$ cat src/rtl/kernel_pixel_streamer_if.sv
// Pixel/result bus between the kernel pixel streamer and its frame RAM, kernel bank and result RAM.
// The streamer is the master; the surrounding memories and kernels form the slave side.
interface kernel_pixel_streamer_if #(
    parameter int unsigned bitSize    = 6,
    parameter int unsigned pixelWidth = 8
);
    logic                  start;
    logic                  busy;
    logic                  done;
    logic [bitSize:0]      mem_addr;
    logic [pixelWidth-1:0] mem_rdata;
    logic                  we;
    logic [bitSize:0]      pixel_position_or_address;
    logic [pixelWidth-1:0] data_in;
    logic [pixelWidth-1:0] result_in;
    logic                  wb_we;
    logic [bitSize:0]      wb_addr;
    logic [pixelWidth-1:0] wb_data;

    modport master (
        input  start, mem_rdata, result_in,
        output busy, done, mem_addr, we, pixel_position_or_address, data_in,
               wb_we, wb_addr, wb_data
    );

    modport slave (
        output start, mem_rdata, result_in,
        input  busy, done, mem_addr, we, pixel_position_or_address, data_in,
               wb_we, wb_addr, wb_data
    );
endinterface

$ cat src/rtl/kernel_pixel_streamer.sv
// Streams an N*N frame into the kernel bank (LOAD), then sweeps it again to collect results
// (READOUT); every beat lasts two clocks to suit the kernels' alternate-cycle sampling.
module kernel_pixel_streamer #(
    parameter int unsigned N          = 8,
    parameter int unsigned bitSize    = 6,
    parameter int unsigned pixelWidth = 8
) (
    input logic                     clk,
    input logic                     rst,
    kernel_pixel_streamer_if.master bus
);
    localparam int unsigned AW = bitSize + 1;
    localparam logic [AW-1:0] Last = AW'(N * N - 1);

    typedef enum logic [2:0] {StIdle, StPrime, StLoad, StReadout, StDone} state_e;

    state_e        state;
    logic          phase;
    logic [AW-1:0] k;

    // data_in doubles as the prefetch register: it is loaded with the next pixel at each beat end.
    always_ff @(posedge clk or posedge rst) begin
        if (rst) begin
            state                         <= StIdle;
            phase                         <= 1'b0;
            k                             <= '0;
            bus.busy                      <= 1'b0;
            bus.done                      <= 1'b0;
            bus.we                        <= 1'b0;
            bus.wb_we                     <= 1'b0;
            bus.mem_addr                  <= '0;
            bus.pixel_position_or_address <= '0;
            bus.data_in                   <= '0;
            bus.wb_addr                   <= '0;
            bus.wb_data                   <= '0;
        end else begin
            bus.done  <= 1'b0;
            bus.wb_we <= 1'b0;
            unique case (state)
                StIdle: begin
                    if (bus.start) begin
                        state        <= StPrime;
                        bus.busy     <= 1'b1;
                        bus.mem_addr <= '0;
                    end
                end
                StPrime: begin
                    state                         <= StLoad;
                    k                             <= '0;
                    phase                         <= 1'b0;
                    bus.we                        <= 1'b1;
                    bus.pixel_position_or_address <= '0;
                    bus.data_in                   <= bus.mem_rdata;
                    bus.mem_addr                  <= AW'(1);
                end
                StLoad: begin
                    if (!phase) begin
                        phase <= 1'b1;
                    end else begin
                        phase <= 1'b0;
                        if (k == Last) begin
                            state                         <= StReadout;
                            k                             <= '0;
                            bus.we                        <= 1'b0;
                            bus.pixel_position_or_address <= '0;
                            bus.data_in                   <= '0;
                            bus.mem_addr                  <= '0;
                        end else begin
                            k                             <= k + AW'(1);
                            bus.pixel_position_or_address <= k + AW'(1);
                            bus.data_in                   <= bus.mem_rdata;
                            bus.mem_addr                  <= k + AW'(2);
                        end
                    end
                end
                StReadout: begin
                    if (!phase) begin
                        // Result is stable for the whole beat, so the strobe lands in cycle B.
                        phase       <= 1'b1;
                        bus.wb_we   <= 1'b1;
                        bus.wb_addr <= k;
                        bus.wb_data <= bus.result_in;
                    end else begin
                        phase <= 1'b0;
                        if (k == Last) begin
                            state                         <= StDone;
                            k                             <= '0;
                            bus.busy                      <= 1'b0;
                            bus.done                      <= 1'b1;
                            bus.pixel_position_or_address <= '0;
                        end else begin
                            k                             <= k + AW'(1);
                            bus.pixel_position_or_address <= k + AW'(1);
                        end
                    end
                end
                StDone: begin
                    state <= StIdle;
                end
                default: begin
                    state <= StIdle;
                end
            endcase
        end
    end
endmodule

$ cat src/flat_wrapper.sv
// flat-port wrapper written by rule: the top's interface ports become plain ports
module kernel_pixel_streamer_flat 
#(
    parameter int unsigned N          = 8,
    parameter int unsigned bitSize    = 6,
    parameter int unsigned pixelWidth = 8
)
  (clk, rst, bus_start, bus_mem_rdata, bus_result_in, bus_busy, bus_done, bus_mem_addr, bus_we, bus_pixel_position_or_address, bus_data_in, bus_wb_we, bus_wb_addr, bus_wb_data);
  kernel_pixel_streamer_if #(.bitSize(bitSize), .pixelWidth(pixelWidth)) bus_i ();
  input logic clk;
  input logic rst;
  input wire logic [$bits(bus_i.start)-1:0] bus_start;
  input wire logic [$bits(bus_i.mem_rdata)-1:0] bus_mem_rdata;
  input wire logic [$bits(bus_i.result_in)-1:0] bus_result_in;
  output wire logic [$bits(bus_i.busy)-1:0] bus_busy;
  output wire logic [$bits(bus_i.done)-1:0] bus_done;
  output wire logic [$bits(bus_i.mem_addr)-1:0] bus_mem_addr;
  output wire logic [$bits(bus_i.we)-1:0] bus_we;
  output wire logic [$bits(bus_i.pixel_position_or_address)-1:0] bus_pixel_position_or_address;
  output wire logic [$bits(bus_i.data_in)-1:0] bus_data_in;
  output wire logic [$bits(bus_i.wb_we)-1:0] bus_wb_we;
  output wire logic [$bits(bus_i.wb_addr)-1:0] bus_wb_addr;
  output wire logic [$bits(bus_i.wb_data)-1:0] bus_wb_data;
  assign bus_i.start = bus_start;
  assign bus_i.mem_rdata = bus_mem_rdata;
  assign bus_i.result_in = bus_result_in;
  assign bus_busy = bus_i.busy;
  assign bus_done = bus_i.done;
  assign bus_mem_addr = bus_i.mem_addr;
  assign bus_we = bus_i.we;
  assign bus_pixel_position_or_address = bus_i.pixel_position_or_address;
  assign bus_data_in = bus_i.data_in;
  assign bus_wb_we = bus_i.wb_we;
  assign bus_wb_addr = bus_i.wb_addr;
  assign bus_wb_data = bus_i.wb_data;
  kernel_pixel_streamer #(.N(N), .bitSize(bitSize), .pixelWidth(pixelWidth)) u_core (.clk(clk), .rst(rst), .bus(bus_i));
endmodule
$ cat config.mk
export PLATFORM = sky130hd
export DESIGN_NAME = kernel_pixel_streamer_flat
export DESIGN_NICKNAME = d
export VERILOG_FILES = /design/src/rtl/kernel_pixel_streamer_if.sv /design/src/rtl/kernel_pixel_streamer.sv /design/src/flat_wrapper.sv
export SDC_FILE = /design/constraint.sdc
export NUM_CORES = 1
export LEC_CHECK = 0
export BUFFER_PORTS_ARGS = -buffer_cell sky130_fd_sc_hd__buf_2
export CORE_MARGIN = 2
export CORE_UTILIZATION = 50
export DETAILED_ROUTE_END_ITERATION = 10
export PLACE_DENSITY_LB_ADDON = 0.25
export SKIP_LAST_GASP = 1
export SLEW_MARGIN = 20
export SYNTH_ARGS = -nofsm -noshare
export SYNTH_HDL_FRONTEND = slang
export SYNTH_SLANG_ARGS = --single-unit
$ cat constraint.sdc
create_clock -name clk -period 2.6 [get_ports clk]
set_input_delay 0.13 -clock clk [delete_from_list [all_inputs] [get_ports clk]]
set_output_delay 0.13 -clock clk [all_outputs]
set_load 0.02 [all_outputs]
* After elaboration in Yosys (flattened, before gate mapping) *
Index checks and enable logic that the tools add are counted.

storage, ports and cells
  register bits = 45
  input port bits = 19
  output and inout bits = 41

cells by class
  add/subtract/negate cells = 2
  eq/ne operators = 10
  mux-type cells = 27
  bitwise logic cells = 1
  reduce and logical (&&, ||, !) cells = 13

operators with widths
  operator                                                         number
  7-bit 2-to-1 mux                                                 5
  7-bit one-hot mux with 3 select lines                            1
  8-bit 2-to-1 mux                                                 2
  8-bit one-hot mux with 2 select lines                            1
  3-bit 2-to-1 mux                                                 5
  7-bit one-hot mux with 2 select lines                            1
  3-bit one-hot mux with 4 select lines                            1
  2-bit by 1-bit != test with 1-bit output, second input constant  5
  1-bit 2-to-1 mux                                                 8
  7-bit by 1-bit adder with 7-bit output, second input constant    1
  7-bit by 2-bit adder with 7-bit output, second input constant    1
  7-bit by 6-bit == test with 1-bit output, second input constant  1
  3-bit by 2-bit == test with 1-bit output, second input constant  2
  1-bit one-hot mux with 2 select lines                            3
  2-bit AND reduction                                              3
  3-bit AND reduction                                              2
  2-bit nonzero test                                               3
  5-bit AND reduction                                              1
  4-bit AND reduction                                              1
  3-bit by 1-bit == test with 1-bit output, second input constant  1
  3-bit logical NOT                                                1
  3-bit nonzero test                                               1
  2-bit != test, second input constant                             1
  2-bit OR reduction                                               1
  1-bit NOT                                                        1

* Depth between registers and ports, before layout *
Gate-level depths: netlist of the first run.

  word-level depth = 4
  depth in mapped cells = 6
  depth with buffers taken out = 5

* Worst setup path before layout of the first run *
Ideal clock, no wire load.

  kind = reg2reg
  start point = register u_core.k[1]
  end point = register u_core.state[0]
  library setup time = 0.078 ns
  data arrival time = 1.728 ns
  required time = 2.522 ns
  slack = 0.794 ns
  stages on the path, launching flop included = 6
  path buffers = 0
  period minus slack after synthesis = 1.806 ns
  cells stage by stage = dfrtp_1 > ha_1 > nand3_4 > nor4_2 > mux2_2 > a21oi_1

between the ends
  longest elaborated chain between the ends = 3
  elaborated cells between the ends (all ways) = 4
  classes of those cells = 3 x eq/ne; 1 x reduce/logical

RTL lines
  what                                                       line                                                      RTL
  start, declared                                            kernel_pixel_streamer.sv:19                               logic [AW-1:0] k;
  start signal, assigned                                     kernel_pixel_streamer.sv:69                               k <= k + AW'(1);
  start signal, assigned                                     kernel_pixel_streamer.sv:92                               k <= k + AW'(1);
  7-bit by 6-bit == test with 1-bit output (*)               kernel_pixel_streamer.sv:61, kernel_pixel_streamer.sv:85
  2-bit by 1-bit != test with 1-bit output (no source line)  n/a
  5-bit AND reduction (no source line) (*)                   n/a
  end signal, assigned                                       kernel_pixel_streamer.sv:62                               state <= StReadout;
  end signal, assigned                                       kernel_pixel_streamer.sv:86                               state <= StDone;
  end signal, assigned                                       kernel_pixel_streamer.sv:98                               state <= StIdle;
  end, declared                                              kernel_pixel_streamer.sv:17                               state_e state;

Every way passes the cells marked *; elsewhere a longest branch is shown, timed or not.
A chain may end at the register's enable or synchronous reset.

* Worst setup path after layout of the first run *
Ends and elaborated chain as after synthesis.

==> results of run 1 <==
sequential cells by signal, summed over array words and instances (netlist names):
| name | cells |
|---|---|
| u_core.bus.busy | 1 |
| u_core.bus.data_in | 8 |
| u_core.bus.done | 1 |
| u_core.bus.mem_addr | 7 |
| u_core.bus.wb_addr | 7 |
| u_core.bus.wb_data | 8 |
| u_core.bus.wb_we | 1 |
| u_core.bus.we | 1 |
| u_core.k | 7 |
| u_core.phase | 1 |
| u_core.state | 3 |
through the flow:
step                      cell area, µm²  hold slack, ps
after floorplan                     2020             266
after global placement              2330             362
after detailed placement            2330             367
after CTS                           2430            55.5
after global routing                2430            48.6
final                               2430            27.8
logic make-up after synthesis:
group | Yosys count
AOI/OAI and AO/OA | 42
xor gates and xnor gates | 4
adders and majority gates | 2
buffers and inverters | 14
DFF | 45
muxes | 17
and+or+nand+nor | 59
cells in the final DEF, fill, tap and decap left out, types with 2 or more instances in the layout:
master,count
sky130_fd_sc_hd__mux2_2,16
sky130_fd_sc_hd__a21o_1,3
sky130_fd_sc_hd__o21ai_0,23
sky130_fd_sc_hd__buf_2,59
sky130_fd_sc_hd__a22oi_1,2
sky130_fd_sc_hd__nand2b_1,4
sky130_fd_sc_hd__xor2_1,3
sky130_fd_sc_hd__o31ai_1,2
sky130_fd_sc_hd__nor2_1,3
sky130_fd_sc_hd__o21bai_1,2
sky130_fd_sc_hd__ha_1,2
sky130_fd_sc_hd__a21oi_1,5
sky130_fd_sc_hd__nand3_1,5
sky130_fd_sc_hd__dfrtp_1,45
sky130_fd_sc_hd__nand2_1,31
sky130_fd_sc_hd__inv_1,4
sky130_fd_sc_hd__clkbuf_8,7
sky130_fd_sc_hd__and3_1,5
final cells by class:
| cell class | instances | area, µm² |
|---|---|---|
| multi-input combinational | 124 | 822 |
| timing repair buffer | 60 | 303 |
| fill | 347 | 1510 |
| tap | 50 | 62.6 |
| inverter | 5 | 18.8 |
| clock inverter | 1 | 5.00 |
| sequential | 45 | 1130 |
| clock buffer | 7 | 96.3 |
metal layers:
| layer | up-vias | global-route usage (%) | share of wire [%] |
|---|---|---|---|
| li1 | 753 | - | - |
| met1 | 712 | 26.1 | 47 |
| met2 | 41 | 28.1 | 45 |
| met3 | 6 | 5.50 | 5.9 |
| met4 | 0 | 8.16 | 1.5 |
| met5 | - | 0 | 0 |
worst max-delay path by stage:
stage | slack, ps | cells past startpoint | to | from
floorplan | 790 | 5 | u_core.state[0]$_DFFE_PP0P_ | u_core.k[1]$_DFFE_PP0P_
global placement | 790 | 5 | u_core.bus.data_in[1]$_DFFE_PP0P_ | u_core.k[1]$_DFFE_PP0P_
detailed placement | 690 | 5 | u_core.bus.data_in[7]$_DFFE_PP0P_ | u_core.k[1]$_DFFE_PP0P_
CTS | 680 | 5 | u_core.bus.data_in[2]$_DFFE_PP0P_ | u_core.k[1]$_DFFE_PP0P_
global route | 570 | 5 | u_core.bus.data_in[3]$_DFFE_PP0P_ | u_core.k[1]$_DFFE_PP0P_
finish | 710 | 5 | u_core.state[0]$_DFFE_PP0P_ | u_core.k[1]$_DFFE_PP0P_
power breakdown:
part / switching, µW / leakage, µW / total [µW] / internal (µW)
Clock: 223 / 0.0000542 / 463 / 240
Combinational: 29.4 / 0.000605 / 45.8 / 16.4
Sequential: 3.15 / 0.000569 / 709 / 705
worst max-delay path, cell delays in order (launching register included):
cell,delay [ps]
sky130_fd_sc_hd__dfrtp_1,490
sky130_fd_sc_hd__ha_1,290
sky130_fd_sc_hd__nand3_4,110
sky130_fd_sc_hd__nor4_2,430
sky130_fd_sc_hd__mux2_2,380
sky130_fd_sc_hd__a21oi_1,120
==> flow_metrics.py, run 1 <==
metrics = {
    "outcome": {
        "run_status": "complete, no violations",
    },
    "route": {
        "finalWirelength_um": 3880,
        "drtPass1Iterations": 4,
        "drt-initial-drc-count": 123,
        "route.vias.total": 1512,
        "viasPerCell": 5.18,
        "drc": 0,
        "antenna_violating_nets_post_route": 0,
        "wire_per_inst_um": 13.3,
    },
    "clocking": {
        "clock_latency_late_sink_ps": 290,
        "cts_resized": 0,
        "tritoncts": "done",
        "cts-buffers-inserted": 5,
        "clock_sinks": 45,
        "clock-root-buffer": "sky130_fd_sc_hd__clkbuf_8",
        "cts-root-to-sink-buffers": 2,
        "cts_htree_levels": 2,
        "cts.repair_timing.setup_buffer_count": 0,
        "clkSlewWorstSetupHoldPaths_ps": 80,
        "cts-hold-fix-buffers": 0,
    },
    "power_and_ir_drop": {
        "power_density_mw_per_mm2": 500,
        "totalPowerFinal_uw": 1220,
        "leakagePower_uw": 0.00123,
        "ir_drop_uv": 303,
    },
    "yosys": {
        "synthMostInstantiatedCell": "sky130_fd_sc_hd__dfrtp_1",
        "synthArstFlopShare_pct": 100,
        "synth_edf_count": 0,
        "synth_compound_area_share_pct": 12.2,
        "netlist.area_leader.share_pct": 55.6,
        "synthTopCellsByCount": "sky130_fd_sc_hd__dfrtp_1, sky130_fd_sc_hd__nand2_1, sky130_fd_sc_hd__o21ai_0",
        "synthDominantAreaCellType": "sky130_fd_sc_hd__dfrtp_1",
        "ys_dominant_reg_cell": "sky130_fd_sc_hd__dfrtp_1",
        "yosys.area_share.simple_pct": 16.1,
        "synth_sequential_area_ratio_pct": 55.6,
        "yosys_warnings": 0,
        "synth_area_leaders": "sky130_fd_sc_hd__dfrtp_1, sky130_fd_sc_hd__mux2_2, sky130_fd_sc_hd__nand2_1",
        "synth_xor_area_share_pct": 1.73,
        "synthesis.area_per_instance_um2": 11.1,
        "synthDistinctLibCells": 39,
        "synth_top_family_by_area": "simple AND/OR/NAND/NOR gates",
        "muxShareOfSynthArea_pct": 9.39,
        "post_synth_inst_count": 183,
        "mappedNetlistArea_mm2": 0.00202,
        "yosys_register_bits": 45,
        "net_count_after_synthesis": 204,
        "synthAdderAreaFrac_pct": 1.24,
    },
    "grt": {
        "grt_first_pass_wirelength_um": 6400,
        "pin_count_of_the_biggest_net_entering_global_routing": 46,
        "grt_util_all_layers_pct": 19.0,
        "gr_overflow_total": 0,
        "grt_pass1_vias": 1372,
        "number_of_antenna_violations_at_the_first_check_in_global_routing": 0,
    },
    "sta": {
        "final_period_minus_worst_setup_slack_ps": 1890,
        "post-route-period-util_pct": 72.9,
        "total_negative_slack_ps": 0,
        "finalWorstSetupSlack_ps": 705,
        "rsz0062_at_grt": "no",
        "timing.fmax_mhz": 528,
        "final_hold_viol_count": 0,
        "slew-limit-headroom_pct": 40.0,
        "worst_clock_skew_ps": 6.54,
        "worst-slew-pin-transition_ps": 899,
        "final-max-slew-violation-count": 0,
        "final-setup-viol-count": 0,
    },
    "worst_setup_path": {
        "kind_of_start_point_of_the_critical_path": "flop",
        "timing.reg2reg.worst_path_depth": 5,
        "reg2reg_slack_ps": 710,
        "required_ps": 2820,
        "arrival_ps": 2110,
        "critPathKind": "flop to flop",
        "regToRegStartpoint": "u_core.k[1]$_DFFE_PP0P_",
        "regToRegEndpoint": "u_core.state[0]$_DFFE_PP0P_",
        "cp-end-kind": "flop",
        "critical_path.max_fanout": 8,
    },
    "floorplanning": {
        "die-area_mm2": 0.00457,
        "placeableCoreArea_mm2": 0.00394,
        "floorplan.die.height_um": 67.6,
        "placement_rows": 23,
        "die_x_um": 67.6,
        "starting_density_of_the_core_pct": 51.3,
        "ioPinCount": 60,
    },
    "placement": {
        "io_buffer_count": 59,
        "place_ws_ps": 689,
        "place.detailed.hpwl_um": 2750,
        "dp_cells": 284,
        "placer_congestion_estimate": 0.795,
    },
    "hold_path": {
        "hp-class": "primary input to async pin",
    },
    "finish": {
        "synthToLayoutAreaGrowth_pct": 20.2,
        "antenna_cells_inserted": 0,
        "final_core_utilization_pct": 61.7,
        "stdcell_count": 292,
        "layout-drive-gt1-share_pct": 38.4,
        "nets": 262,
    },
    "job": {
        "drv_cap": 0,
    },
}
No activity file was read; power rests on OpenSTA's default activity.
==> run 2, diff against run 1 <==
- ABC_AREA: not set -> 1
- CORE_UTILIZATION: 50 -> 46
- clock period: 2.6 -> 1.7 ns (I/O delays scaled with it)
==> run 2 against run 1 <==
Net effect: register-to-register slack got worse by 560 ps; critical path type unchanged; flip-flop and latch count unchanged; largest cell class unchanged; final cell count grew 23%; critical path depth is 3 higher.
==> flow_metrics.py, run 2 <==
metrics = {
    "outcome": {
        "run_status": "complete, no violations",
    },
    "sta": {
        "worst_clock_skew_ps": 5.99,
        "final-setup-viol-count": 0,
        "finalWorstSetupSlack_ps": 149,
        "slew-limit-headroom_pct": 70.6,
        "rsz0062_at_grt": "no",
        "total_negative_slack_ps": 0,
        "final_hold_viol_count": 0,
        "worst-slew-pin-transition_ps": 441,
        "post-route-period-util_pct": 91.2,
        "timing.fmax_mhz": 645,
        "final-max-slew-violation-count": 0,
        "final_period_minus_worst_setup_slack_ps": 1550,
        "fin_worst_hold_slack_ps": 17.0,
    },
    "finish": {
        "multiInputGateArea_um2": 766,
        "layout.cells.most_common_list": "sky130_fd_sc_hd__nand2_1, sky130_fd_sc_hd__buf_2, sky130_fd_sc_hd__dfrtp_1",
        "nFillCells": 409,
        "nets": 328,
        "design_area_mm2": 0.00261,
        "antenna_cells_inserted": 0,
        "synthToLayoutAreaGrowth_pct": 27.0,
        "layout-drive-gt1-share_pct": 31.5,
        "commonest_non_fill_non_tap_cell_in_the_layout": "sky130_fd_sc_hd__nand2_1",
        "largestRegisters": "u_core.bus.data_in (8), u_core.bus.wb_data (8)",
        "sequential_cell_area_mm2": 0.00113,
    },
    "yosys": {
        "synth_xor_area_share_pct": 1.71,
        "synthArstFlopShare_pct": 100,
        "synth_edf_count": 0,
        "post_synth_inst_count": 228,
        "netlist.area_leader.share_pct": 54.8,
        "synthesis.area_per_instance_um2": 9.01,
        "synthTopCellsByCount": "sky130_fd_sc_hd__nand2_1, sky130_fd_sc_hd__dfrtp_1, sky130_fd_sc_hd__inv_1",
        "ys_dominant_reg_cell": "sky130_fd_sc_hd__dfrtp_1",
        "synth_compound_area_share_pct": 10.4,
        "synthAdderAreaFrac_pct": 1.22,
        "synth_area_leaders": "sky130_fd_sc_hd__dfrtp_1, sky130_fd_sc_hd__nand2_1, sky130_fd_sc_hd__nand3_1",
        "yosys_warnings": 0,
        "synthDominantAreaCellType": "sky130_fd_sc_hd__dfrtp_1",
        "synthMostInstantiatedCell": "sky130_fd_sc_hd__nand2_1",
        "muxShareOfSynthArea_pct": 0,
        "mappedNetlistArea_mm2": 0.00205,
        "synth_sequential_area_ratio_pct": 54.8,
        "yosys_register_bits": 45,
        "net_count_after_synthesis": 249,
        "synthDistinctLibCells": 27,
        "synth_top_family_by_area": "simple AND/OR/NAND/NOR gates",
        "yosys.area_share.simple_pct": 23.8,
    },
    "power_and_ir_drop": {
        "netSwitchingPower_uw": 413,
        "internal_power_uw": 1410,
        "netSwitchingFraction_pct": 22.7,
        "ir_drop_uv": 559,
        "sequential_fraction_of_design_power_pct": 59.5,
        "power_frac_clock_pct": 35.2,
        "totalPowerFinal_uw": 1820,
        "fraction_of_power_consumed_by_combinational_cells_pct": 5.3,
        "leakagePower_uw": 0.00141,
        "power_density_mw_per_mm2": 698,
    },
    "placement": {
        "place_ws_ps": 137,
        "dpl-instance-area_mm2": 0.00243,
        "io_buffer_count": 59,
        "place.detailed.hpwl_um": 3200,
        "placer_congestion_estimate": 0.809,
    },
    "route": {
        "drc": 0,
        "finalWirelength_um": 4430,
        "route.vias.total": 1754,
        "wire_per_inst_um": 12.3,
        "drt-initial-drc-count": 81,
        "antenna_violating_nets_post_route": 0,
        "viasPerCell": 4.87,
        "drtPass1Iterations": 4,
    },
    "grt": {
        "grt_util_all_layers_pct": 19.4,
        "pin_count_of_the_biggest_net_entering_global_routing": 23,
        "grt.met2_usage_pct": 29.2,
        "gr-usage-met3_pct": 6.27,
        "grt-busiest-layer": "met2",
        "grt_use_met1_pct": 25.8,
        "grt_pass1_vias": 1734,
        "gr_overflow_total": 0,
        "grt_first_pass_wirelength_um": 7690,
        "number_of_antenna_violations_at_the_first_check_in_global_routing": 0,
    },
    "job": {
        "drv_cap": 0,
    },
    "worst_setup_path": {
        "critPathKind": "flop to flop",
        "crit_path_cell_trace": "ha_1 > nand3_1 > inv_1 > nand2_1 > nand2_1 > inv_1 > nand2_1 > o21ai_1",
        "required_ps": 1930,
        "critical_path.max_fanout": 6,
        "critPathMostFrequentCell": "sky130_fd_sc_hd__nand2_1",
        "timing.critical_path.max_delay_family": "flip-flops",
        "peak_per_stage_delay_on_the_critical_path_ps": 450,
        "kind_of_start_point_of_the_critical_path": "flop",
        "cp-end-kind": "flop",
        "critical_path.n_buffers_inverters": 2,
        "arrival_ps": 1780,
        "cp_slowest_cell": "sky130_fd_sc_hd__dfrtp_2",
    },
    "floorplanning": {
        "ioPinCount": 60,
        "die-area_mm2": 0.00502,
        "floorplan.die.height_um": 70.8,
        "die_x_um": 70.8,
        "placement_rows": 24,
        "placeableCoreArea_mm2": 0.00432,
        "starting_density_of_the_core_pct": 47.5,
    },
    "clocking": {
        "cts_htree_levels": 2,
        "cts-root-to-sink-buffers": 2,
        "clkSlewWorstSetupHoldPaths_ps": 80,
        "clock-root-buffer": "sky130_fd_sc_hd__clkbuf_8",
        "cts.repair_timing.setup_buffer_count": 0,
        "clock_sinks": 45,
        "cts-buffers-inserted": 5,
        "tritoncts": "done",
        "clock_latency_late_sink_ps": 300,
    },
    "hold_path": {
        "hp-class": "primary input to flop",
    },
}
## run 2: changes by cell type after synthesis, moves of 3 or more
| cell | before | now |
|---|---|---|
| sky130_fd_sc_hd__nand2b_1 | 4 | 0 |
| sky130_fd_sc_hd__mux2_2 | 16 | 0 |
| sky130_fd_sc_hd__nand2_1 | 31 | 63 |
| sky130_fd_sc_hd__o21ai_2 | 0 | 8 |
| sky130_fd_sc_hd__and3_1 | 5 | 0 |
| sky130_fd_sc_hd__inv_1 | 5 | 27 |
| sky130_fd_sc_hd__a21oi_1 | 5 | 2 |
| sky130_fd_sc_hd__a21o_1 | 3 | 0 |
| sky130_fd_sc_hd__nand3_1 | 5 | 22 |
| sky130_fd_sc_hd__nor2_1 | 3 | 9 |
| sky130_fd_sc_hd__nand2_4 | 0 | 3 |
| sky130_fd_sc_hd__o21ai_1 | 0 | 7 |
| sky130_fd_sc_hd__o21ai_0 | 23 | 15 |
| sky130_fd_sc_hd__buf_2 | 3 | 0 |
## run 2: final timing paths
path / startpoint / to / slack (ps) / cells past startpoint
worst max-delay path: u_core.k[0]$_DFFE_PP0P_ / u_core.bus.mem_addr[4]$_DFFE_PP0P_ / 150 / 8
worst min-delay path: bus_mem_rdata[0] / u_core.bus.data_in[0]$_DFFE_PP0P_ / 20 / 3
worst max register to register: u_core.k[0]$_DFFE_PP0P_ / u_core.bus.mem_addr[4]$_DFFE_PP0P_ / 150 / 8
worst min register to register: u_core.bus.wb_data[2]$_DFFE_PP0P_ / u_core.bus.wb_data[2]$_DFFE_PP0P_ / 480 / 2
max in group asynchronous: rst / u_core.k[0]$_DFFE_PP0P_ / 810 / 4
min in group asynchronous: rst / u_core.bus.wb_data[3]$_DFFE_PP0P_ / 340 / 3
## run 2: cell families (layout without fill, tap and decap cells)
kind of cell	after synthesis	in the layout
AOI/OAI and AO/OA	34	34
xor gates and xnor gates	4	4
adders and majority gates	2	2
buffers and inverters	35	115
DFF	45	45
and+or+nand+nor	108	108
## run 2: routing by layer
metal,share of wire [%],up-vias
li1,-,884
met1,47,811
met2,45,53
met3,6.0,6
met4,1.7,0
met5,0,-
## run 2: layout make-up
class	count	area share [%]
clock buffers	6	2.78
flip-flops and latches	45	43.2
repair buffers	77	17.4
inverters	30	4.41
well taps	52	2.49
multi-input cells	148	29.4
clock inverters	2	0.384
## run 2: what timing repair did
action	CTS	global route
setup endpoints to repair	0	9
hold buffers	9	0
resized for setup	0	2
hold endpoints to repair	28	0
## run 2: metrics by stage
step,std cells,util [%]
6_report,360,60.3
5_1_grt,360,60.3
3_5_place_dp,343,56.3
3_3_place_gp,343,56.3
2_1_floorplan,228,-
4_1_cts,360,60.2
## run 2: tightest hold or removal path, stage by stage
cell,delay (ps)
sky130_fd_sc_hd__buf_2,70
sky130_fd_sc_hd__nand3_1,60
sky130_fd_sc_hd__o21ai_0,60
## run 2: power by group through the flow
stage	registers [µW]	logic (µW)	clock network, µW
after floorplan	1120	27.7	0
final	1080	96.1	642
after global placement	1110	80.4	0
after CTS	1080	96.9	657
after detailed placement	1100	81.7	0
after global routing	1090	108	696
